--- config.mk ---
export PLATFORM = sky130hd
export DESIGN_NAME = i2c_bus_monitor
export DESIGN_NICKNAME = d
export VERILOG_FILES = /design/src/rtl/i2c_mon_pkg.sv /design/src/rtl/i2c_line_filter.sv /design/src/rtl/i2c_bus_monitor.sv
export SDC_FILE = /design/constraint.sdc
export NUM_CORES = 1
export LEC_CHECK = 0
export ABC_CLOCK_PERIOD_IN_PS = 1900
export CORE_MARGIN = 2
export CORE_UTILIZATION = 45
export CTS_BUF_LIST = sky130_fd_sc_hd__clkbuf_2
export CTS_CLUSTER_SIZE = 10
export DETAILED_ROUTE_END_ITERATION = 8
export PLACE_DENSITY = 0.66
export SETUP_SLACK_MARGIN = 0.5
export SYNTH_ARGS = -nofsm -noshare
export SYNTH_HDL_FRONTEND = slang
export SYNTH_SLANG_ARGS = --single-unit
--- constraint.sdc ---
create_clock -name clk -period 1.9 [get_ports clk]
set_input_delay 0.285 -clock clk [delete_from_list [all_inputs] [get_ports clk]]
set_output_delay 0.285 -clock clk [all_outputs]
set_load 0.1 [all_outputs]
--- src/rtl/i2c_mon_pkg.sv ---
// Shared types and constants for the passive I2C bus monitor.
package i2c_mon_pkg;

    localparam int BYTE_W    = 8;
    localparam int BIT_CNT_W = $clog2(BYTE_W + 1);

    typedef enum logic [1:0] {
        IDLE,
        BITS,
        ACK
    } i2c_mon_state_e;

endpackage

--- src/rtl/i2c_line_filter.sv ---
// Synchroniser plus stability filter for one open-drain I2C line; resets to the idle level (1).
module i2c_line_filter #(
    parameter int SYNC_STAGES = 2,
    parameter int FILT_LEN    = 3
) (
    input  logic clk,
    input  logic rst,
    input  logic line_i,
    output logic line_o
);

    localparam int CNT_W = (FILT_LEN > 1) ? $clog2(FILT_LEN) : 1;

    logic [SYNC_STAGES-1:0] sync_q, sync_d;
    logic                   filt_q, filt_d;
    logic [CNT_W-1:0]       cnt_q,  cnt_d;

    // NOTE: every variable gets a default before any branch, so no latch is inferred.
    always_comb begin
        sync_d = {sync_q[SYNC_STAGES-2:0], line_i};
        filt_d = filt_q;
        cnt_d  = '0;
        // A differing level must persist FILT_LEN cycles; any return to filt_q restarts the count.
        if (sync_q[SYNC_STAGES-1] != filt_q) begin
            if (cnt_q == CNT_W'(FILT_LEN - 1)) begin
                filt_d = ~filt_q;
            end else begin
                cnt_d = cnt_q + 1'b1;
            end
        end
    end

    // NOTE: state registers use non-blocking assignments only, so all flops update together.
    always_ff @(posedge clk) begin
        if (rst) begin
            sync_q <= '1;
            filt_q <= 1'b1;
            cnt_q  <= '0;
        end else begin
            sync_q <= sync_d;
            filt_q <= filt_d;
            cnt_q  <= cnt_d;
        end
    end

    assign line_o = filt_q;

endmodule

--- src/rtl/i2c_bus_monitor.sv ---
// Passive I2C observer: START/rep-START/STOP detection and byte+ACK capture.
// Define I2C_MON_TIMEOUT_EN to enable the SCL-low timeout; otherwise timeout_o is tied low.
module i2c_bus_monitor
    import i2c_mon_pkg::*;
#(
    parameter int SYNC_STAGES = 2,
    parameter int FILT_LEN    = 3,
    parameter int TIMEOUT_W   = 16,
    parameter int TIMEOUT_CYC = 50000
) (
    input  logic              clk,
    input  logic              rst,
    input  logic              scl_i,
    input  logic              sda_i,
    output logic              bus_busy_o,
    output logic              start_o,
    output logic              rep_start_o,
    output logic              stop_o,
    output logic              byte_valid_o,
    output logic [BYTE_W-1:0] byte_o,
    output logic              ack_o,
    output logic              first_o,
    output logic              frag_err_o,
    output logic              timeout_o
);

    logic scl_f, sda_f, scl_p_q, sda_p_q;
    logic scl_rise, scl_edge, sda_rise, sda_fall, start_c, stop_c, tmo_fire;

    i2c_line_filter #(.SYNC_STAGES(SYNC_STAGES), .FILT_LEN(FILT_LEN)) u_scl_filt (
        .clk(clk), .rst(rst), .line_i(scl_i), .line_o(scl_f));
    i2c_line_filter #(.SYNC_STAGES(SYNC_STAGES), .FILT_LEN(FILT_LEN)) u_sda_filt (
        .clk(clk), .rst(rst), .line_i(sda_i), .line_o(sda_f));

    assign scl_rise = scl_f & ~scl_p_q;
    assign scl_edge = scl_f ^ scl_p_q;
    assign sda_rise = sda_f & ~sda_p_q;
    assign sda_fall = ~sda_f & sda_p_q;
    // An SDA edge coinciding with an SCL edge is data movement, never a bus condition.
    assign start_c  = sda_fall & scl_f & ~scl_edge;
    assign stop_c   = sda_rise & scl_f & ~scl_edge;

    i2c_mon_state_e       state_q, state_d;
    logic [BIT_CNT_W-1:0] bit_cnt_q, bit_cnt_d;
    logic [BYTE_W-1:0]    shreg_q, shreg_d, byte_q, byte_d;
    logic first_q, first_d, busy_q, busy_d;
    logic start_q, start_d, rep_start_q, rep_start_d, stop_q, stop_d;
    logic byte_valid_q, byte_valid_d, ack_q, ack_d, first_out_q, first_out_d;
    logic frag_err_q, frag_err_d, timeout_q, timeout_d;

`ifdef I2C_MON_TIMEOUT_EN
    logic [TIMEOUT_W-1:0] tmo_cnt_q, tmo_cnt_d;

    always_comb begin
        tmo_cnt_d = '0;
        tmo_fire  = 1'b0;
        if (busy_q && !scl_f && state_q != IDLE) begin
            if (tmo_cnt_q == TIMEOUT_W'(TIMEOUT_CYC)) begin
                tmo_fire = 1'b1;
            end else if (tmo_cnt_q != '1) begin
                tmo_cnt_d = tmo_cnt_q + 1'b1;
            end else begin
                tmo_cnt_d = tmo_cnt_q;
            end
        end
    end

    always_ff @(posedge clk) begin
        if (rst) tmo_cnt_q <= '0;
        else     tmo_cnt_q <= tmo_cnt_d;
    end
`else
    logic unused_tmo_cfg;
    assign unused_tmo_cfg = ^{TIMEOUT_W, TIMEOUT_CYC};
    assign tmo_fire       = 1'b0;
`endif

    always_comb begin
        state_d      = state_q;
        bit_cnt_d    = bit_cnt_q;
        shreg_d      = shreg_q;
        first_d      = first_q;
        busy_d       = busy_q;
        byte_d       = byte_q;
        ack_d        = ack_q;
        first_out_d  = first_out_q;
        start_d      = 1'b0;
        rep_start_d  = 1'b0;
        stop_d       = 1'b0;
        byte_valid_d = 1'b0;
        frag_err_d   = 1'b0;
        timeout_d    = 1'b0;
        if (stop_c) begin
            stop_d     = 1'b1;
            frag_err_d = (bit_cnt_q != '0);
            state_d    = IDLE;
            bit_cnt_d  = '0;
            busy_d     = 1'b0;
        end else if (start_c) begin
            start_d     = (state_q == IDLE);
            rep_start_d = (state_q != IDLE);
            frag_err_d  = (bit_cnt_q != '0);
            state_d     = BITS;
            bit_cnt_d   = '0;
            first_d     = 1'b1;
            busy_d      = 1'b1;
        end else if (tmo_fire) begin
            timeout_d  = 1'b1;
            frag_err_d = (bit_cnt_q != '0);
            state_d    = IDLE;
            bit_cnt_d  = '0;
            busy_d     = 1'b0;
        end else if (scl_rise) begin
            case (state_q)
                BITS: begin
                    shreg_d   = {shreg_q[BYTE_W-2:0], sda_f};
                    bit_cnt_d = bit_cnt_q + 1'b1;
                    if (bit_cnt_q == BIT_CNT_W'(BYTE_W - 1)) state_d = ACK;
                end
                ACK: begin
                    byte_valid_d = 1'b1;
                    byte_d       = shreg_q;
                    ack_d        = ~sda_f;
                    first_out_d  = first_q;
                    first_d      = 1'b0;
                    bit_cnt_d    = '0;
                    state_d      = BITS;
                end
                default: ;
            endcase
        end
    end

    always_ff @(posedge clk) begin
        if (rst) begin
            scl_p_q      <= 1'b1;
            sda_p_q      <= 1'b1;
            state_q      <= IDLE;
            bit_cnt_q    <= '0;
            shreg_q      <= '0;
            first_q      <= 1'b0;
            busy_q       <= 1'b0;
            byte_q       <= '0;
            ack_q        <= 1'b0;
            first_out_q  <= 1'b0;
            start_q      <= 1'b0;
            rep_start_q  <= 1'b0;
            stop_q       <= 1'b0;
            byte_valid_q <= 1'b0;
            frag_err_q   <= 1'b0;
            timeout_q    <= 1'b0;
        end else begin
            scl_p_q      <= scl_f;
            sda_p_q      <= sda_f;
            state_q      <= state_d;
            bit_cnt_q    <= bit_cnt_d;
            shreg_q      <= shreg_d;
            first_q      <= first_d;
            busy_q       <= busy_d;
            byte_q       <= byte_d;
            ack_q        <= ack_d;
            first_out_q  <= first_out_d;
            start_q      <= start_d;
            rep_start_q  <= rep_start_d;
            stop_q       <= stop_d;
            byte_valid_q <= byte_valid_d;
            frag_err_q   <= frag_err_d;
            timeout_q    <= timeout_d;
        end
    end

    assign bus_busy_o   = busy_q;
    assign start_o      = start_q;
    assign rep_start_o  = rep_start_q;
    assign stop_o       = stop_q;
    assign byte_valid_o = byte_valid_q;
    assign byte_o       = byte_q;
    assign ack_o        = ack_q;
    assign first_o      = first_out_q;
    assign frag_err_o   = frag_err_q;
    assign timeout_o    = timeout_q;

endmodule

==> results.toml <==
[outcome]
status = "finished, final reports clean"

[yosys]
synthTopCellsByArea = "dfxtp_1, mux2i_1, nand2b_1, ha_1, or2_2"
yosysMostFrequentCell = "dfxtp_1"
ys_top_cells_by_count = "dfxtp_1, nand2b_1, mux2i_1"
ys_types = 39
synthCells = 176
avgSynthCellArea_sq_um = 10.26
synth-edff-count = 0
synth-seq-area-share = 0.4768
ys_seq_elements = 43
syn-cell-area_sq_um = 1805
yosys.area.top_type = "dfxtp_1"
synth_nets = 188
async_reset_ff_frac = 0
synthFlopType = "dfxtp_1"
yosysWarnings = 0
synth_top_cell_area_share = 0.4768

[floorplanning]
die_area_sq_um = 4535
core_area_sq_um = 3943
initial_core_util = 0.4579
rows = 23
fp.dieH_um = 67.34
ioPinCount = 21
fp.dieW_um = 67.34

[timing]
maxSlewViolCount = 0
period_share = 0.7718
period_needed_ps = 1466
rsz0062_at_grt = "true"
setup_tns_ps = 0
final.setup_skew_ps = 19.29
hold_viol = 0
clock.fmax_mhz = 681.9
setup_violations = 0

[hold_path]
worstHoldPathType = "flip-flop to flip-flop"
whs_path_depth = 1
worstHoldStart = "u_scl_filt.cnt_q[0]"
min_to = "u_scl_filt.cnt_q[0]"

[route]
vias = 1289
drt_first_pass_iters = 4
drt_iter0_markers = 55
wl_per_cell_um = 12.70
ant_nets = 0
routed_wl_um = 3251
viasPerCell = 5.035
drc = 0

[global_routing]
grt_max_degree = 28
grt_overflow = 0
grt_pass1_wl_um = 5016
grt.total_usage = 0.1536
antenna_found_initial = 0
grt_pass1_vias = 1167

[setup_path]
regToRegEndpoint = "bit_cnt_q[2]"
crit_arrival_ps = 1820
worstPathMaxFanout = 5
crit_type = "flip-flop to flip-flop"
crit_start = "state_q[0]"
reg2reg_slack_ps = 430
required_ps = 2250
critPathLaunchType = "flip-flop"
crit_path_end_kind = "flip-flop"
r2r_start = "state_q[0]"
reg2reg_depth = 5

[clock_tree]
cts_buffers = 5
clkLatencyLatePin_ps = 400
cts_tree = "built"
cts_max_level = 2
cts-root-buf = "clkbuf_2"
cts_buffer_depth = 2
cts.clk_slew.worst_paths_ps = 210
clock_sinks = 43

[pwr]
p_seq_frac = 0.678
p_per_area_nw_per_um2 = 598.2
p_switching_mw = 0.3181
pwr-share-comb = 0.038
p_leak_nw = 0.9343
switching_share = 0.2368
pwr-share-clk = 0.284
internal_power_mw = 1.025
vdd_drop_max_uv = 548.2

[place]
dp_hpwl_um = 2222
dpl_cell_area_sq_um = 2002
place.gp.congestion = 0.7344
port_buffers = 19

[cells_and_area]
n_antenna_cell = 0
layout-drive-gt1-share = 0.3350
layout.nets = 217
fin_area_sq_um = 2246
layout-area-overhead-vs-synth_pct = 24.39

[flow_run]
cap_violations = 0
[power by group through the flow]
stage / Sequential, mW / Combinational (mW) / Clock (mW)
3_3_place_gp: 0.930 / 0.0504 / 0
2_1_floorplan: 0.931 / 0.0362 / 0
5_1_grt: 0.913 / 0.0567 / 0.436
6_report: 0.911 / 0.0517 / 0.381
4_1_cts: 0.913 / 0.0521 / 0.399
3_5_place_dp: 0.930 / 0.0511 / 0
[how the worst max path moves through the flow]
| stage | slack [ps] | depth (start not counted) | end |
|---|---|---|---|
| 2_1_floorplan | 460 | 5 | bit_cnt_q[2] |
| 3_3_place_gp | 270 | 5 | byte_o[6] |
| 3_5_place_dp | 160 | 5 | byte_o[7] |
| 4_1_cts | 440 | 5 | state_q[0] |
| 5_1_grt | 410 | 5 | bit_cnt_q[2] |
| 6_report | 430 | 5 | bit_cnt_q[2] |
[registers in the layout, summed over array words and instances (netlist names)]
| name | cells |
|---|---|
| byte_valid_o | 1 |
| byte_o | 8 |
| start_o | 1 |
| ack_o | 1 |
| frag_err_o | 1 |
| u_sda_filt.sync_q | 2 |
| bus_busy_o | 1 |
| u_scl_filt.cnt_q | 2 |
| state_q | 2 |
| rep_start_o | 1 |
| stop_o | 1 |
| bit_cnt_q | 4 |
| first_q | 1 |
| sda_p_q | 1 |
| u_scl_filt.sync_q | 2 |
| u_scl_filt.line_o | 1 |
| shreg_q | 8 |
| u_sda_filt.cnt_q | 2 |
| first_o | 1 |
| u_sda_filt.line_o | 1 |
| scl_p_q | 1 |
[layout by cell type, fill, tap and decap left out, drive strengths merged, types with 2 or more instances in the layout]
cell type	instances
a211o	2
nand2	6
nand3	5
or2	7
a31oi	3
clkdlybuf4s50	3
nor2b	3
nand2b	18
nand3b	2
buf	26
dfxtp	43
and2	2
nor2	10
o21ai	3
a21o	6
xnor2	2
inv	7
clkbuf	7
or3	3
ha	8
a21oi	9
mux2i	17
[area by class of cell]
class / instances / area (sq um)
Sequential cell: 43 / 874.6
Tap cell: 50 / 62.56
Fill cell: 337 / 1697
Timing Repair Buffer: 30 / 314.1
Inverter: 7 / 28.78
Multi-Input combinational cell: 118 / 923.4
Clock inverter: 2 / 12.51
Clock buffer: 6 / 30.03
[through the flow]
| step | hold slack, ps | cells | util | total power, mW | setup WS (ps) |
|---|---|---|---|---|---|
| finish | 424.1 | 256 | 0.5697 | 1.343 | 433.5 |
| global route | 395.2 | 256 | 0.5697 | 1.406 | 405.3 |
| CTS | 403.6 | 254 | 0.5433 | 1.364 | 443.1 |
| detailed placement | 403.3 | 240 | 0.5078 | 0.9815 | 155.8 |
| global placement | 393.6 | 240 | 0.5078 | 0.9805 | 271.2 |
| floorplan | 388.8 | 176 | - | 0.9674 | 458.9 |
[routing by layer]
layer / global-route usage / share of wire
met3: 0.04667 / 0.033
met4: 0.08418 / 0.013
met1: 0.1679 / 0.44
met2: 0.2649 / 0.52
met5: 0 / 0
[timing repair]
item / CTS / global route
hold buffers: 0 / 0
setup endpoints to repair: 25 / 30
pin swaps: 6 / 2
cloned: 1 / 0
gates resized for setup: 12 / 27
buffers inserted: 5 / 2
[cell families after synthesis]
logic type / count (synthesis) / synth area share
mux: 17 / 0.09425
flops: 43 / 0.4768
compound gates: 24 / 0.09217
buf+inv: 16 / 0.04851
fa+ha+maj: 8 / 0.05544
other cells: 1 / 0.002077
xor+xnor: 3 / 0.01872
simple gates: 64 / 0.2121
[critical path, stage by stage, from the launching register on]
cell and delay (ps):
dfxtp_4 420, inv_4 50, ha_4 280, nand2_4 60, or4b_4 510, a21oi_2 120
(Power assumes the default switching activity.)
